File: config.mk
export PLATFORM = sky130hd
export DESIGN_NAME = float_sum_renormalizer
export DESIGN_NICKNAME = d
export VERILOG_FILES = /design/src/rtl/float_sum_renormalizer.sv
export SDC_FILE = /design/constraint.sdc
export NUM_CORES = 1
export LEC_CHECK = 0
export CAP_MARGIN = 5
export CORE_MARGIN = 2
export CORE_UTILIZATION = 50
export CTS_CLUSTER_SIZE = 24
export DETAILED_ROUTE_END_ITERATION = 6
export PLACE_DENSITY = 0.76
export SYNTH_ARGS = -nofsm -noshare
export SYNTH_HDL_FRONTEND = slang
export SYNTH_SLANG_ARGS = --single-unit
File: constraint.sdc
create_clock -name clk -period 3.02 [get_ports clk]
set_clock_uncertainty 0.1 [all_clocks]
set_input_delay 0.755 -clock clk [delete_from_list [all_inputs] [get_ports clk]]
set_output_delay 0.755 -clock clk [all_outputs]
set_load 0.005 [all_outputs]
File: src/rtl/float_sum_renormalizer.sv
// Post-addition renormalizer: takes a raw sign/exponent/25-bit significand sum,
// normalizes it one shift per clock and packs an IEEE-754 single-precision result.
module float_sum_renormalizer #(
    parameter int EXP_W  = 8,
    parameter int MANT_W = 23
) (
    input  logic                    clk,
    input  logic                    rst,
    input  logic                    in_valid,
    output logic                    in_ready,
    input  logic                    in_sign,
    input  logic [EXP_W-1:0]        in_exp,
    input  logic [MANT_W+1:0]       in_mant,
    output logic                    out_valid,
    input  logic                    out_ready,
    output logic [EXP_W+MANT_W:0]   out_result,
    output logic                    busy
);

    // state   | meaning
    // S_IDLE  | waiting for an operand, in_ready high
    // S_NORM  | one normalization step (or terminal rule) per clock
    // S_DONE  | result presented, waiting for out_ready
    typedef enum logic [1:0] {
        S_IDLE = 2'd0,
        S_NORM = 2'd1,
        S_DONE = 2'd2
    } state_e;

    // Exponent is one bit wider than the field so carry overflow is seen before truncation
    localparam logic [EXP_W:0] EXP_MAX = {1'b0, {EXP_W{1'b1}}};
    localparam logic [EXP_W:0] EXP_ONE = {{EXP_W{1'b0}}, 1'b1};

    state_e                  state_q, state_d;
    logic                    sign_q, sign_d;
    logic [EXP_W:0]          exp_q, exp_d;
    logic [MANT_W+1:0]       mant_q, mant_d;
    logic [EXP_W+MANT_W:0]   result_q, result_d;
    logic [EXP_W:0]          exp_inc;
    logic [EXP_W+MANT_W:0]   result_inf;

    assign exp_inc    = exp_q + EXP_ONE;
    assign result_inf = {sign_q, {EXP_W{1'b1}}, {MANT_W{1'b0}}};

    always_ff @(posedge clk) begin
        if (rst) begin
            state_q  <= S_IDLE;
            sign_q   <= 1'b0;
            exp_q    <= '0;
            mant_q   <= '0;
            result_q <= '0;
        end else begin
            state_q  <= state_d;
            sign_q   <= sign_d;
            exp_q    <= exp_d;
            mant_q   <= mant_d;
            result_q <= result_d;
        end
    end

    always_comb begin
        state_d  = state_q;
        sign_d   = sign_q;
        exp_d    = exp_q;
        mant_d   = mant_q;
        result_d = result_q;
        case (state_q)
            S_IDLE: begin
                if (in_valid) begin
                    sign_d  = in_sign;
                    exp_d   = {1'b0, in_exp};
                    mant_d  = in_mant;
                    state_d = S_NORM;
                end
            end
            S_NORM: begin
                state_d = S_DONE;
                if (exp_q == EXP_MAX) begin
                    result_d = result_inf;
                end else if (mant_q == '0) begin
                    result_d = '0;
                end else if (mant_q[MANT_W+1]) begin
                    exp_d  = exp_inc;
                    mant_d = mant_q >> 1;
                    if (exp_inc >= EXP_MAX)
                        result_d = result_inf;
                    else
                        result_d = {sign_q, exp_inc[EXP_W-1:0], mant_q[MANT_W:1]};
                end else if (mant_q[MANT_W]) begin
                    result_d = {sign_q, exp_q[EXP_W-1:0], mant_q[MANT_W-1:0]};
                end else if (exp_q <= EXP_ONE) begin
                    // No denormals: flush to a zero that keeps the sign
                    result_d = {sign_q, {(EXP_W+MANT_W){1'b0}}};
                end else begin
                    mant_d  = mant_q << 1;
                    exp_d   = exp_q - EXP_ONE;
                    state_d = S_NORM;
                end
            end
            S_DONE: begin
                if (out_ready)
                    state_d = S_IDLE;
            end
            default: state_d = S_IDLE;
        endcase
    end

    always_comb begin
        in_ready  = (state_q == S_IDLE);
        out_valid = (state_q == S_DONE);
        busy      = (state_q == S_NORM) || (state_q == S_DONE);
    end

    assign out_result = result_q;

endmodule

==> impl_metrics.json <==
{
  "outcome": "finished clean",
  "vias_per_cell": 6.360,
  "drt_iter0_markers": 305,
  "placed_cell_area_mm2": 0.004861,
  "cts_sinks": 69,
  "core_area_mm2": 0.007767,
  "hold_path_depth": 2,
  "power.share.sequential": 0.267,
  "async_flop_share": 0,
  "postCtsHoldBufs": 0,
  "required_ns": 3.18,
  "synth_edf_count": 0,
  "root_buffer": "clkbuf_8",
  "synth-seq-cells": 69,
  "dr.pass1.iters": 5,
  "leakagePower_nw": 1.882,
  "dp_worst_setup_slack_ns": 0.08282,
  "startpoint_type": "register",
  "synth.cell_area_mm2": 0.004019,
  "die_area_mm2": 0.008771,
  "synthFlopType": "dfxtp_1",
  "grt_pass1_wl_mm": 19.69,
  "fmax_ghz": 0.3537,
  "ys_types": 55,
  "cp_data_arrival_time_ns": 2.98,
  "routed_wirelength_mm": 12.07,
  "layout.nets": 589,
  "r2r_end": "mant_q[16]",
  "yosys.area.top_type": "dfxtp_1",
  "cts_setup_buffers": 0,
  "crit_type": "register to register",
  "setup_viol": 0,
  "cap_violations": 0,
  "cts_tree": "built",
  "most-common-layout-cells": "clkdlybuf4s50_1 (72), dfxtp_1 (69), a221o_1 (45)",
  "worstSetupEndpointType": "register",
  "slew_headroom": 0.5569,
  "final_layout_size_suffix_gt1_frac": 0.08394,
  "min_to": "sign_q",
  "synth_top_area_frac": 0.3437,
  "num_rows": 32,
  "min_path_type": "register to register",
  "fin_area_mm2": 0.005101,
  "finalSetupTns_ns": 0,
  "cts_buffers": 9,
  "r2r_cells": 9,
  "htree_levels": 3,
  "syn-num-nets": 523,
  "ioPinCount": 73,
  "rsz0062_at_grt": "no",
  "irDropWorstVdd_v": 0.0007085,
  "power_frac_comb": 0.577,
  "power_switching_mw": 2.723,
  "report.final.slew_viol_count": 0,
  "area_delta_synth_final_pct": 26.93,
  "remaining_drc_errors": 0,
  "netSwitchingFraction": 0.4786,
  "ant_nets": 0,
  "die_w_um": 93.66,
  "final_common_cell": "clkdlybuf4s50_1",
  "fin_crit_ns": 2.827,
  "clockPowerShare": 0.156,
  "hold_viol_final": 0,
  "grt_pass1_vias": 3991,
  "placedCellCount": 634,
  "tightest_slew_ns": 0.6632,
  "fin_crit_sh": 0.9361,
  "yosys_warnings": 0,
  "place_hpwl_mm": 8.369,
  "track_usage": 0.2819,
  "wl_per_cell_um": 18.56,
  "gp_congestion": 1.007,
  "powerDensity_mw_per_mm2": 1116,
  "syn_area_per_cell_um2": 8.425,
  "seq_area_frac_synth": 0.3437,
  "yosys-top-cells-area": "dfxtp_1 (34%), a221o_1 (11%), mux2i_1 (6.7%)",
  "final_cell_count_no_fill": 650,
  "clk_pin_slew_ns": 0.08,
  "port_buffers": 72,
  "antenna_found_initial": 0,
  "worstHoldStart": "sign_q",
  "clockBufferDepth": 2,
  "finalCoreUtilization": 0.6567,
  "insertion_delay_ns": 0.35,
  "start_util": 0.5174,
  "r2r-start": "exp_q[5]",
  "fp.dieH_um": 93.66,
  "crit_fanout": 16,
  "internal_power_mw": 2.967,
  "rrSetupSlack_ns": 0.19,
  "grt_max_degree": 35,
  "hold_ws_ns": 0.3799,
  "diodes": 0,
  "grt.overflow.total": 0,
  "power_mw": 5.690,
  "vias": 4134,
  "setup_ws_ns": 0.1929,
  "syn_inst": 477
}
cell usage after synthesis (2+ instances only):
library cell	n
dfxtp_1	69
a221o_1	45
nand2_1	43
inv_1	40
nor2_1	38
clkbuf_1	27
mux2i_1	27
o211ai_1	26
o21ai_0	18
a21oi_1	15
nand3_1	10
a211oi_1	9
ha_1	8
nor3_1	8
a31oi_1	6
nand4_1	6
nor2b_1	6
nor4_1	6
o31ai_1	5
and3_1	4
buf_2	4
or3_1	4
xnor2_1	4
a2111oi_0	3
a21oi_2	3
a311oi_1	3
a21o_1	2
a311o_1	2
and2_1	2
buf_1	2
buf_6	2
o2111ai_1	2
o21a_1	2
o221ai_1	2
o311a_1	2
o32ai_1	2
o41ai_1	2
worst max-delay path, cell delays in order (launching register included):
cell	delay, ns
dfxtp_1	0.59
nand4_1	0.27
nor3_1	0.24
ha_1	0.26
nor2b_1	0.09
nand2_1	0.10
a21oi_1	0.12
a21oi_4	0.33
buf_4	0.35
mux2i_1	0.27
how the worst max path moves through the flow:
stage          startpoint        endpoint  cells after the start
6_report         exp_q[5]      mant_q[16]                      9
5_1_grt          exp_q[5]      mant_q[16]                      9
4_1_cts          exp_q[1]  out_result[14]                      7
3_5_place_dp     in_valid        exp_q[4]                      6
3_3_place_gp     in_valid        exp_q[3]                      6
2_1_floorplan    exp_q[3]  out_result[10]                      9
power groups by stage:
| stage | Combinational [mW] | Clock [mW] | Sequential [mW] |
|---|---|---|---|
| detailed placement | 3.19 | 0 | 1.53 |
| global placement | 3.12 | 0 | 1.52 |
| global route | 3.54 | 0.935 | 1.56 |
| CTS | 3.20 | 0.897 | 1.51 |
| floorplan | 2.31 | 0 | 1.43 |
| finish | 3.28 | 0.887 | 1.52 |
per-layer routing:
| metal | vias up | wire [um] | global-route usage |
|---|---|---|---|
| met5 | - | 0 | 0 |
| li1 | 1935 | - | - |
| met1 | 1970 | 5307 | 0.3804 |
| met3 | 25 | 858 | 0.05136 |
| met2 | 204 | 5699 | 0.4544 |
| met4 | 0 | 199 | 0.09783 |
timing repair:
action	CTS	global route
endpoints found under the setup margin	0	17
gates resized for setup	0	1
hold endpoints to repair	0	0
area by class of cell:
class,count,area [um^2]
clock buffer,11,151.4
multi-input combinational,331,2342
timing repair buffer,91,863.3
sequential,69,1381
fill,662,2666
tap,102,127.6
clock inverter,5,81.33
inverter,41,153.9
cells by family (layout without fill, tap and decap cells):
group / Yosys count / in the layout / share of synthesized area
AO/OA/AOI/OAI: 157 / 157 / 0.3166
AND/OR/NAND/NOR: 134 / 134 / 0.1588
buffers and inverters: 77 / 148 / 0.07783
flip-flops: 69 / 69 / 0.3437
multiplexers: 27 / 27 / 0.06725
adder cells (fa/ha/maj): 8 / 8 / 0.02491
XOR/XNOR: 5 / 5 / 0.01090
registers in the layout, summed over array words and instances (netlist names):
name,cells
out_result,32
mant_q,25
exp_q,9
state_q,2
sign_q,1
No activity file was read; power rests on OpenSTA's default activity.
==> patch, RTL diff (same settings) <==
Reset style: asynchronous (`rst`), changed in one clocked block.
--- a/src/rtl/float_sum_renormalizer.sv
+++ b/src/rtl/float_sum_renormalizer.sv
@@ -42,7 +42,7 @@
     assign exp_inc    = exp_q + EXP_ONE;
     assign result_inf = {sign_q, {EXP_W{1'b1}}, {MANT_W{1'b0}}};
 
-    always_ff @(posedge clk) begin
+    always_ff @(posedge clk or posedge rst) begin
         if (rst) begin
             state_q  <= S_IDLE;
             sign_q   <= 1'b0;
Function: differs if rst is asserted again (counterexample within 4 cycles, from zero or initial values and one cycle with rst high); with rst held inactive, the same outputs for 4 cycles.
==> patch against the unedited design <==
- cell count shrank 6.5%
- power grew 5.9%
- design area grew 1.6%
- first-iteration DRC count shrank 23%
- setup slack gained 130 ps
- largest cell class unchanged
- area after synthesis grew 3.3%
- global-route usage shrank 2.4 points
- wire length shrank 8.7%
- count of clock-buffer cells in the layout grew 1
- sequential cell count is the same
==> patch: results (changes against the unedited design) <==
| Metric | Value |
|---|---|
| Antenna-violating nets left | `0 (unchanged)` |
| Power Internal | `3500 uW (+18%)` |
| Async S/R FF share, synth | `1.00 (+1.00)` |
| Post-Layout Cell Count | `608 (-6.5%)` |
| Share of cells above drive strength 1 | `0.149 (+0.0652)` |
| Largest net degree at the start of global routing | `44 (+26%)` |
| Grt met1 use | `0.349 (-0.0310)` |
| CP max stage cell | `dfrtp_1` |
| Overall routing resource usage | `0.258 (-0.0240)` |
| WP data arrival | `2880 ps (-100 ps)` |
| Commonest cells post-synth | `69 x dfrtp_1, 53 x o21ai_0, 51 x nand2_1` |
| Post-Place Cell Area | `0.00494 mm^2 (+1.7%)` |
| Drt first pass iters | `5 (unchanged)` |
| Max reg flops | `32 (unchanged)` |
| Max VDD drop | `0.662 mV (-6.6%)` |
| Pre-CTS setup slack | `367 ps (+284 ps)` |
| Met2 usage | `0.418 (-0.0366)` |
| Slew HR | `0.556 (-0.00132)` |
| Vias in the first global route | `3613 (-9.5%)` |
| Initial antenna violation count | `0 (unchanged)` |
| Placed Instances | `592 (-6.6%)` |
| Startpoint class of the critical path | `flip-flop` |
| Syn Nets | `480 (-8.2%)` |
| First-pass GRT wire length | `18100 um (-7.8%)` |
| Post-cts resize count | `0 (unchanged)` |
| Synth cell types | `60 (+9.1%)` |
| Clock slew at reported path FFs | `about 70 ps` |
| Status | `finished clean` |
| Synth Flop Type | `dfrtp_1` |
| Placer congestion estimate | `0.844 (-16%)` |
| Synth Instances | `434 (-9.0%)` |
| CP top delay family | `compound AO/OA/AOI/OAI gates` |
| CTS Buffer Depth | `2 (unchanged)` |
| Reg2reg start | `exp_q[0]` |
| Comb power | `3240 uW (-1%)` |
| Initial DRC count | `235 (-23%)` |
| Synthesis Warnings | `0 (unchanged)` |
| Register area share after synthesis | `0.416 (+0.0722)` |
| Crit path max fanout | `19 (+3)` |
| Met3 GRT Util | `0.0506 (-0.000771)` |
| P_sw | `2530 uW (-7.1%)` |
| Skew-Pair Late Insertion Delay | `about 340 ps` |
| Vias/cell | `6.26 (-1.5%)` |
| Leading post-synthesis cells by cell area | `dfrtp_1 42%, a221o_1 11%, o21ai_0 6.4%, nand2_1 4.6%, and2_2 3.4%` |
| Leakage Power | `0.00216 uW (+15%)` |
| Critical path's largest stage delay | `390 ps (-200 ps)` |
| Worst Hold Launch | `out_result[23]` |
| Clk. pwr | `923 uW (+4.1%)` |
| HPWL after DPL | `7510 um (-10%)` |
| Layout Nets | `544 (-7.6%)` |
| Drt wl/cell | `18.1 um (-2.4%)` |
patch: path summary, 6_finish.rpt:
check | endpoint | slack, ps | depth (start not counted)
max | exp_q[8] | 320 | 12
min | out_result[23] | 390 | 2
max reg2reg | exp_q[8] | 320 | 12
min reg2reg | out_result[23] | 390 | 2
max in group asynchronous | out_result[2] | 1450 | 3
min in group asynchronous | out_result[7] | 730 | 2
patch: metal layers:
metal  vias to the layer above  share of wire
li1                       1759              -
met1                      1859           0.44
met2                       178           0.48
met3                        13          0.068
met4                         0          0.017
met5                         -              0
patch: kinds of logic (layout without fill, tap and decap cells):
kind of cell,after synthesis,after routing,share of synthesized area
buf+inv,51,120,0.0684
mux,4,4,0.00995
flops,69,69,0.416
fa+ha+maj,8,8,0.0241
simple gates,133,133,0.180
xor+xnor,6,6,0.0127
compound gates,163,163,0.289
patch: layout make-up:
class,instances,area [um^2]
flip-flops and latches,69,1730
inverters,12,45.0
fillers,671,2950
clock buffers,12,145
well taps,105,131
multi-input cells,314,2160
clock inverters,4,95.1
repair buffers,92,883
